`src/rtl/mem_bus_arbiter.sv`:
```
// mem_bus_arbiter: shares one slave-side valid/ready memory bus between two
// masters (m0 = CPU, m1 = DMA / debug loader). Round-robin or fixed-priority
// grant, plus a watchdog that force-completes transactions nobody acknowledges.
//
// Handshake (all ports): a master raises mX_valid with addr/wdata/wstrb stable
// and holds them until mX_ready pulses for one cycle; the transfer completes
// in that cycle and mX_rdata is meaningful only while mX_ready=1. The slave
// side works the same way: s_valid/s_addr/... are held until s_ready=1, which
// completes the forwarded transfer in the same cycle.
module mem_bus_arbiter #(
  parameter bit          FIXED_PRIORITY = 1'b0,
  parameter int unsigned TIMEOUT_CYCLES = 255,
  parameter logic [31:0] ERR_RDATA      = 32'hDEAD_BEEF
) (
  input  logic        clk,
  input  logic        reset,
  // master 0
  input  logic        m0_valid,
  input  logic [31:0] m0_addr,
  input  logic [31:0] m0_wdata,
  input  logic [3:0]  m0_wstrb,
  output logic        m0_ready,
  output logic [31:0] m0_rdata,
  // master 1
  input  logic        m1_valid,
  input  logic [31:0] m1_addr,
  input  logic [31:0] m1_wdata,
  input  logic [3:0]  m1_wstrb,
  output logic        m1_ready,
  output logic [31:0] m1_rdata,
  // slave side
  output logic        s_valid,
  output logic [31:0] s_addr,
  output logic [31:0] s_wdata,
  output logic [3:0]  s_wstrb,
  input  logic        s_ready,
  input  logic [31:0] s_rdata,
  // watchdog reporting
  output logic        timeout_irq,
  output logic [31:0] err_addr,
  output logic        err_master,
  // debug: current FSM state (0 = IDLE, 1 = BUSY)
  output logic        dbg_state
);

  // Counter wide enough to hold TIMEOUT_CYCLES itself.
  localparam int unsigned TW = $clog2(TIMEOUT_CYCLES + 1);
  // Count value reached in the last BUSY cycle before the watchdog fires.
  localparam logic [TW-1:0] TCNT_LAST = TW'(TIMEOUT_CYCLES - 1);

  typedef enum logic {
    S_IDLE = 1'b0,
    S_BUSY = 1'b1
  } state_t;

  state_t        state_q, state_d;
  logic          grant_q, grant_d;
  logic          last_grant_q, last_grant_d;
  logic [TW-1:0] tcnt_q, tcnt_d;
  logic [31:0]   err_addr_q, err_addr_d;
  logic          err_master_q, err_master_d;

  // Request fields of whichever master currently owns the bus.
  logic          gnt_valid;
  logic [31:0]   gnt_addr;
  logic [31:0]   gnt_wdata;
  logic [3:0]    gnt_wstrb;
  logic          tmo_hit;
  logic [31:0]   done_rdata;

  // State register and datapath registers; reset drops any in-flight transfer.
  always_ff @(posedge clk or posedge reset) begin
    if (reset) begin
      state_q      <= S_IDLE;
      grant_q      <= 1'b0;
      last_grant_q <= 1'b1;   // so master 0 wins the first contention
      tcnt_q       <= '0;
      err_addr_q   <= '0;
      err_master_q <= 1'b0;
    end else begin
      state_q      <= state_d;
      grant_q      <= grant_d;
      last_grant_q <= last_grant_d;
      tcnt_q       <= tcnt_d;
      err_addr_q   <= err_addr_d;
      err_master_q <= err_master_d;
    end
  end

  // Select the granted master's request and flag the final watchdog cycle.
  always_comb begin
    gnt_valid = m0_valid;
    gnt_addr  = m0_addr;
    gnt_wdata = m0_wdata;
    gnt_wstrb = m0_wstrb;
    if (grant_q) begin
      gnt_valid = m1_valid;
      gnt_addr  = m1_addr;
      gnt_wdata = m1_wdata;
      gnt_wstrb = m1_wstrb;
    end
    tmo_hit = (tcnt_q == TCNT_LAST);
  end

  // Next-state logic: arbitration in IDLE, completion/timeout/abort in BUSY.
  always_comb begin
    state_d      = state_q;
    grant_d      = grant_q;
    last_grant_d = last_grant_q;
    tcnt_d       = tcnt_q;
    err_addr_d   = err_addr_q;
    err_master_d = err_master_q;
    case (state_q)
      S_IDLE: begin
        if (m0_valid || m1_valid) begin
          state_d = S_BUSY;
          tcnt_d  = '0;
          if (m0_valid && m1_valid) begin
            grant_d = FIXED_PRIORITY ? 1'b0 : ~last_grant_q;
          end else begin
            // exactly one requester: m1_valid is its index
            grant_d = m1_valid;
          end
        end
      end
      S_BUSY: begin
        if (!gnt_valid) begin
          // Master withdrew its request: abandon quietly, fairness untouched.
          state_d = S_IDLE;
        end else if (s_ready) begin
          // A real acknowledge beats the watchdog in the same cycle.
          state_d      = S_IDLE;
          last_grant_d = grant_q;
        end else if (tmo_hit) begin
          state_d      = S_IDLE;
          last_grant_d = grant_q;
          err_addr_d   = gnt_addr;
          err_master_d = grant_q;
        end else begin
          tcnt_d = tcnt_q + 1'b1;
        end
      end
      default: state_d = S_IDLE;
    endcase
  end

  // Output logic: slave-side forwarding and master completion in BUSY only.
  always_comb begin
    s_valid     = 1'b0;
    s_addr      = '0;
    s_wdata     = '0;
    s_wstrb     = '0;
    m0_ready    = 1'b0;
    m1_ready    = 1'b0;
    m0_rdata    = '0;
    m1_rdata    = '0;
    timeout_irq = 1'b0;
    done_rdata  = '0;
    if (state_q == S_BUSY) begin
      s_valid = gnt_valid;
      s_addr  = gnt_addr;
      s_wdata = gnt_wdata;
      s_wstrb = gnt_wstrb;
      if (gnt_valid && (s_ready || tmo_hit)) begin
        // Forced completions return ERR_RDATA even for writes.
        done_rdata  = s_ready ? s_rdata : ERR_RDATA;
        timeout_irq = ~s_ready;
        if (grant_q) begin
          m1_ready = 1'b1;
          m1_rdata = done_rdata;
        end else begin
          m0_ready = 1'b1;
          m0_rdata = done_rdata;
        end
      end
    end
  end

  assign err_addr   = err_addr_q;
  assign err_master = err_master_q;
  assign dbg_state  = state_q;

endmodule

```
`config.mk`:
```
export PLATFORM = sky130hd
export DESIGN_NAME = mem_bus_arbiter
export DESIGN_NICKNAME = d
export VERILOG_FILES = /design/src/rtl/mem_bus_arbiter.sv
export SDC_FILE = /design/constraint.sdc
export NUM_CORES = 1
export LEC_CHECK = 0
export BUFFER_PORTS_ARGS = -buffer_cell sky130_fd_sc_hd__buf_2
export CORE_AREA = 2 2 133 135
export CTS_CLUSTER_DIAMETER = 80
export DETAILED_ROUTE_END_ITERATION = 6
export DIE_AREA = 0 0 135 137
export SYNTH_ARGS = -nofsm -noshare
export SYNTH_HDL_FRONTEND = slang
export SYNTH_SLANG_ARGS = --single-unit
```
`constraint.sdc`:
```
create_clock -name clk -period 4.45 [get_ports clk]
set_input_delay 0.6675 -clock clk [delete_from_list [all_inputs] [get_ports clk]]
set_output_delay 0.6675 -clock clk [all_outputs]
set_load 0.05 [all_outputs]
```
Word level (Yosys, flattened, before mapping)
Cells that the tools add are included.
Storage, ports and cells
  bits in registers: 44
  output and inout bits: 170
  word-level logic and storage cells: 60
Operators by class
  add/sub/neg operators: 1
  eq/ne operators: 5
  reduce and logical (&&, ||, !) cells: 9
  muxes and demuxes: 36
  bitwise logic cells: 3
Operators with widths (number)
  $mux 32: 11
  $mux 8: 4
  $mux 1: 17
  $pmux 8 s2: 1
  $add 8x1->8 const B: 1
  $eq 8x8->1 const B: 1
  $mux 4: 2
  $reduce_and 4->1: 2
  $ne 2x2->1 const B: 3
  $not 1->1: 3
  $reduce_and 3->1: 1
  $logic_and 1x1->1: 2
  $logic_or 1x1->1: 2
  $ne 2x1->1 const B: 1
  $pmux 1 s2: 1
  $reduce_and 2->1: 1
  $reduce_bool 2->1: 1

Depth between registers and ports, before layout
  depth in word-level cells: 5
  gate-level depth with buffers: 7

Worst setup path after synthesis
Ideal clock, no wire load.
  path type: flip-flop to output port
  start: register state_q, in the netlist dbg_state
  end: output m1_rdata[10]
  buffers on the path: 2
  slack: 1209 ps
  cell stages (with the launch flop): 7
  data arrival time: 2574 ps
  cells stage by stage: dfrtp_1 clkbuf_1 nand2_2 inv_1 nand3_1 buf_2 nor2_1
Between the ends
  longest elaborated chain between the ends: 1
Ends and longest elaborated chain
  from (decl): line 56  | state_t state_q, state_d;
  from (signal assigned): line 81  | state_q <= state_d;
  $mux 32: line 159  | if (state_q == S_BUSY) begin
  to (decl): line 30  | output logic [31:0] m1_rdata,
Every way passes these cells.

Worst setup path in the final report
  start: register grant_q
  end: output m0_rdata[26]
Between the ends
  longest elaborated chain between the ends: 4
  elaborated cells between the ends (all ways): 5
  classes of those cells: mux (4); reduce/logical (1)
Ends and longest elaborated chain
  from (decl): line 57  | logic grant_q, grant_d;
  from (signal assigned): line 82  | grant_q <= grant_d;
  $mux 1: line 96  | if (grant_q) begin
  $logic_and 1x1->1: line 164  | if (gnt_valid && (s_ready || tmo_hit)) begin
  $mux 32 (*): line 164
  $mux 32 (*): line 159
  to (decl): line 23  | output logic [31:0] m0_rdata,
Mark *: on every way between the ends. The rest lies on a longest branch, timed or not.

==> impl_metrics.ini <==
[routing]
vias = 4019
drc = 0
drt_iter0_markers = 163
totalWireLength_um = 13610
avgRoutedWirePerCell_um = 14.20
drtAntennaViolNets = 0
firstDrtPassIters = 4
drt-vias-per-instance = 4.191

[placed_design]
dpl.hpwl_um = 10780
numPortBuffers = 342
place_ws_ns = 1.209
postPlaceCellArea_um2 = 5385
place_congestion = 0.7517

[sta]
drv_slew = 0
period_minus_slack_ns = 3.339
skew_ns = 0.003672
fmax_mhz = 299.5
timing.final.crit_share_pct = 75.03
worst_hold_slack_ns = 0.4899
tns_ns = 0
setup_violations = 0
layout_setup_ws_ns = 1.111
finalHoldViolCount = 0
max_slew_margin_pct = 32.39
tightest_slew_ns = 1.014
rsz0062_at_grt = no

[logic_synthesis]
synth_top_cell_by_area = dfrtp_1
netlist_top_cells_area = dfrtp_1 (31%), mux2i_1 (16%), mux2_2 (15%)
synth-edff-count = 0
syn_nets = 581
syn_inst = 406
async_flop_share_pct = 100.0
ys.flop_type = dfrtp_1
syn_area_per_cell_um2 = 8.567
ys_types = 39
synth_top_area_share_pct = 30.94
netlist_area_um2 = 3478
ys_ff_latch = 44
synth_seq_area_share_pct = 31.69
ys.warnings.count = 0

[power]
irDropWorstVdd_v = 0.0002914
powerDensity_nw_per_um2 = 537.7
leakagePower_nw = 3.359

[worst_setup_path]
crit_chain = nand3b_1, nand2b_1, nor2_1, buf_2
crit_family = simple AND/OR/NAND/NOR gates
start_kind = register
worst-path-buf-inv = 1
required_ns = 3.78
cp_max_fo = 26
cp.arrival_ns = 2.67
critical-path-slowest-cell = nand2b_1
critical_path_class = reg -> out
crit_path_end_kind = output pin
max_stage_delay_ns = 0.73

[floorplanning]
pin_count = 343
die_x_um = 135
start_util_pct = 20.39
rows = 48
dieArea_um2 = 18500
core_um2 = 17060
die_h_um = 137

[global_routing]
grt_pass1_wl_um = 18970
overflow = 0
grt_use_total_pct = 12.93
antenna_found_initial = 0
grt_max_degree = 49
grt_pass1_vias = 3630

[cts]
cts_tree = done
cts_resized = 0
clockRootBuffer = clkbuf_16
clk_pin_slew_ns = 0.06
cts-htree-levels = 2
cts_buffer_depth = 2
clk_latency_ns = 0.28
numCtsBuffers = 5
post_cts_buffers = 0
clkSinkCount = 44
ctsHoldBuffers = 0

[final_layout]
fin_nets = 908
fin_util_pct = 32.64
drive_gt1_share_pct = 55.99
stdcell_area_um2 = 5568
syn_to_final_growth_pct = 60.07
final_common_cell = buf_2
antenna_cells = 0
layout_common_cells = buf_2 (342), nor2_1 (112), mux2i_1 (56)

[status]
status = finished clean

[job]
cap_violations = 0

[min_path]
hp-class = reg -> reg
==> worst reg2reg max path: stages (launching register included) <==
cell and delay, ns:
dfrtp_1 0.32, buf_4 0.26, clkinv_1 0.70, buf_4 0.43, o21ai_0 0.07, a21boi_2 0.42
mux2_2 0.24
==> cell usage after synthesis, types with 3 or more instances <==
library cell / instances
a221o_1: 3
and2_1: 23
buf_2: 12
buf_6: 3
clkbuf_1: 14
dfrtp_1: 43
inv_1: 17
mux2_2: 46
mux2i_1: 56
nand2_1: 14
nand3_1: 4
nor2_1: 112
nor2b_1: 25
o21ai_0: 4
==> kinds of logic (layout without fill, tap and decap cells) <==
kind of cell	after synthesis	after routing	share of synthesized area, %
AND/OR/NAND/NOR	192	192	25.90
multiplexers	103	103	31.33
buffers and inverters	47	375	6.151
flip-flops	44	44	31.69
AO/OA/AOI/OAI	17	17	3.957
adder cells (fa/ha/maj)	2	2	0.7193
XOR/XNOR	1	1	0.2518
==> layout make-up <==
cell class / count / area (um^2)
clock buffer: 7 / 152.6
clock inverter: 1 / 30.03
fill: 1854 / 11490
inverter: 17 / 63.81
multi-input combinational: 315 / 2162
sequential: 44 / 1106
tap: 225 / 281.5
timing repair buffer: 350 / 1772
==> where the power goes <==
group	total, W	switching [W]	internal, W	leakage, nW
Clock	0.000449	0.000153	0.000296	0.0901
Sequential	0.000485	0.0000603	0.000425	0.553
Combinational	0.00206	0.00149	0.000567	2.72
Total	0.00299	0.00171	0.00129	3.36
==> worst paths after layout <==
kind | from | endpoint | slack (ns) | cells past startpoint
setup reg to reg | dbg_state$_DFF_PP0_ | tcnt_q[0]$_DFFE_PP0P_ | 1.94 | 6
setup / recovery | grant_q$_DFFE_PP0P_ | m0_rdata[26] | 1.11 | 4
hold / removal | err_addr[24]$_DFFE_PP0P_ | err_addr[24]$_DFFE_PP0P_ | 0.49 | 1
hold reg to reg | err_addr[24]$_DFFE_PP0P_ | err_addr[24]$_DFFE_PP0P_ | 0.49 | 1
min in group asynchronous | reset | err_addr[16]$_DFFE_PP0P_ | 0.61 | 2
max in group asynchronous | reset | grant_q$_DFFE_PP0P_ | 3.14 | 2
==> through the flow <==
step,power [W],instances
floorplan,0.002085,406
global placement,0.002558,951
detailed placement,0.002572,951
CTS,0.003039,959
global route,0.003154,959
finish,0.002994,959
==> sequential cells by signal, summed over array words and instances, names as in the netlist <==
signal	cells
dbg_state	1
grant_q	1
tcnt_q	8
err_addr	32
last_grant_q	1
err_master	1
==> metal layers <==
layer  global-route usage (%)  up-vias  routed length, um  part of all wire, %
li1                         -     1997                  -                    -
met1                    16.41     1830               5467                   40
met2                    22.76      182               6830                   50
met3                    3.000       10               1212                  8.9
met4                    2.025        0                104                 0.76
met5                        0        -                  0                    0
Power figures use the tool's default switching activity.
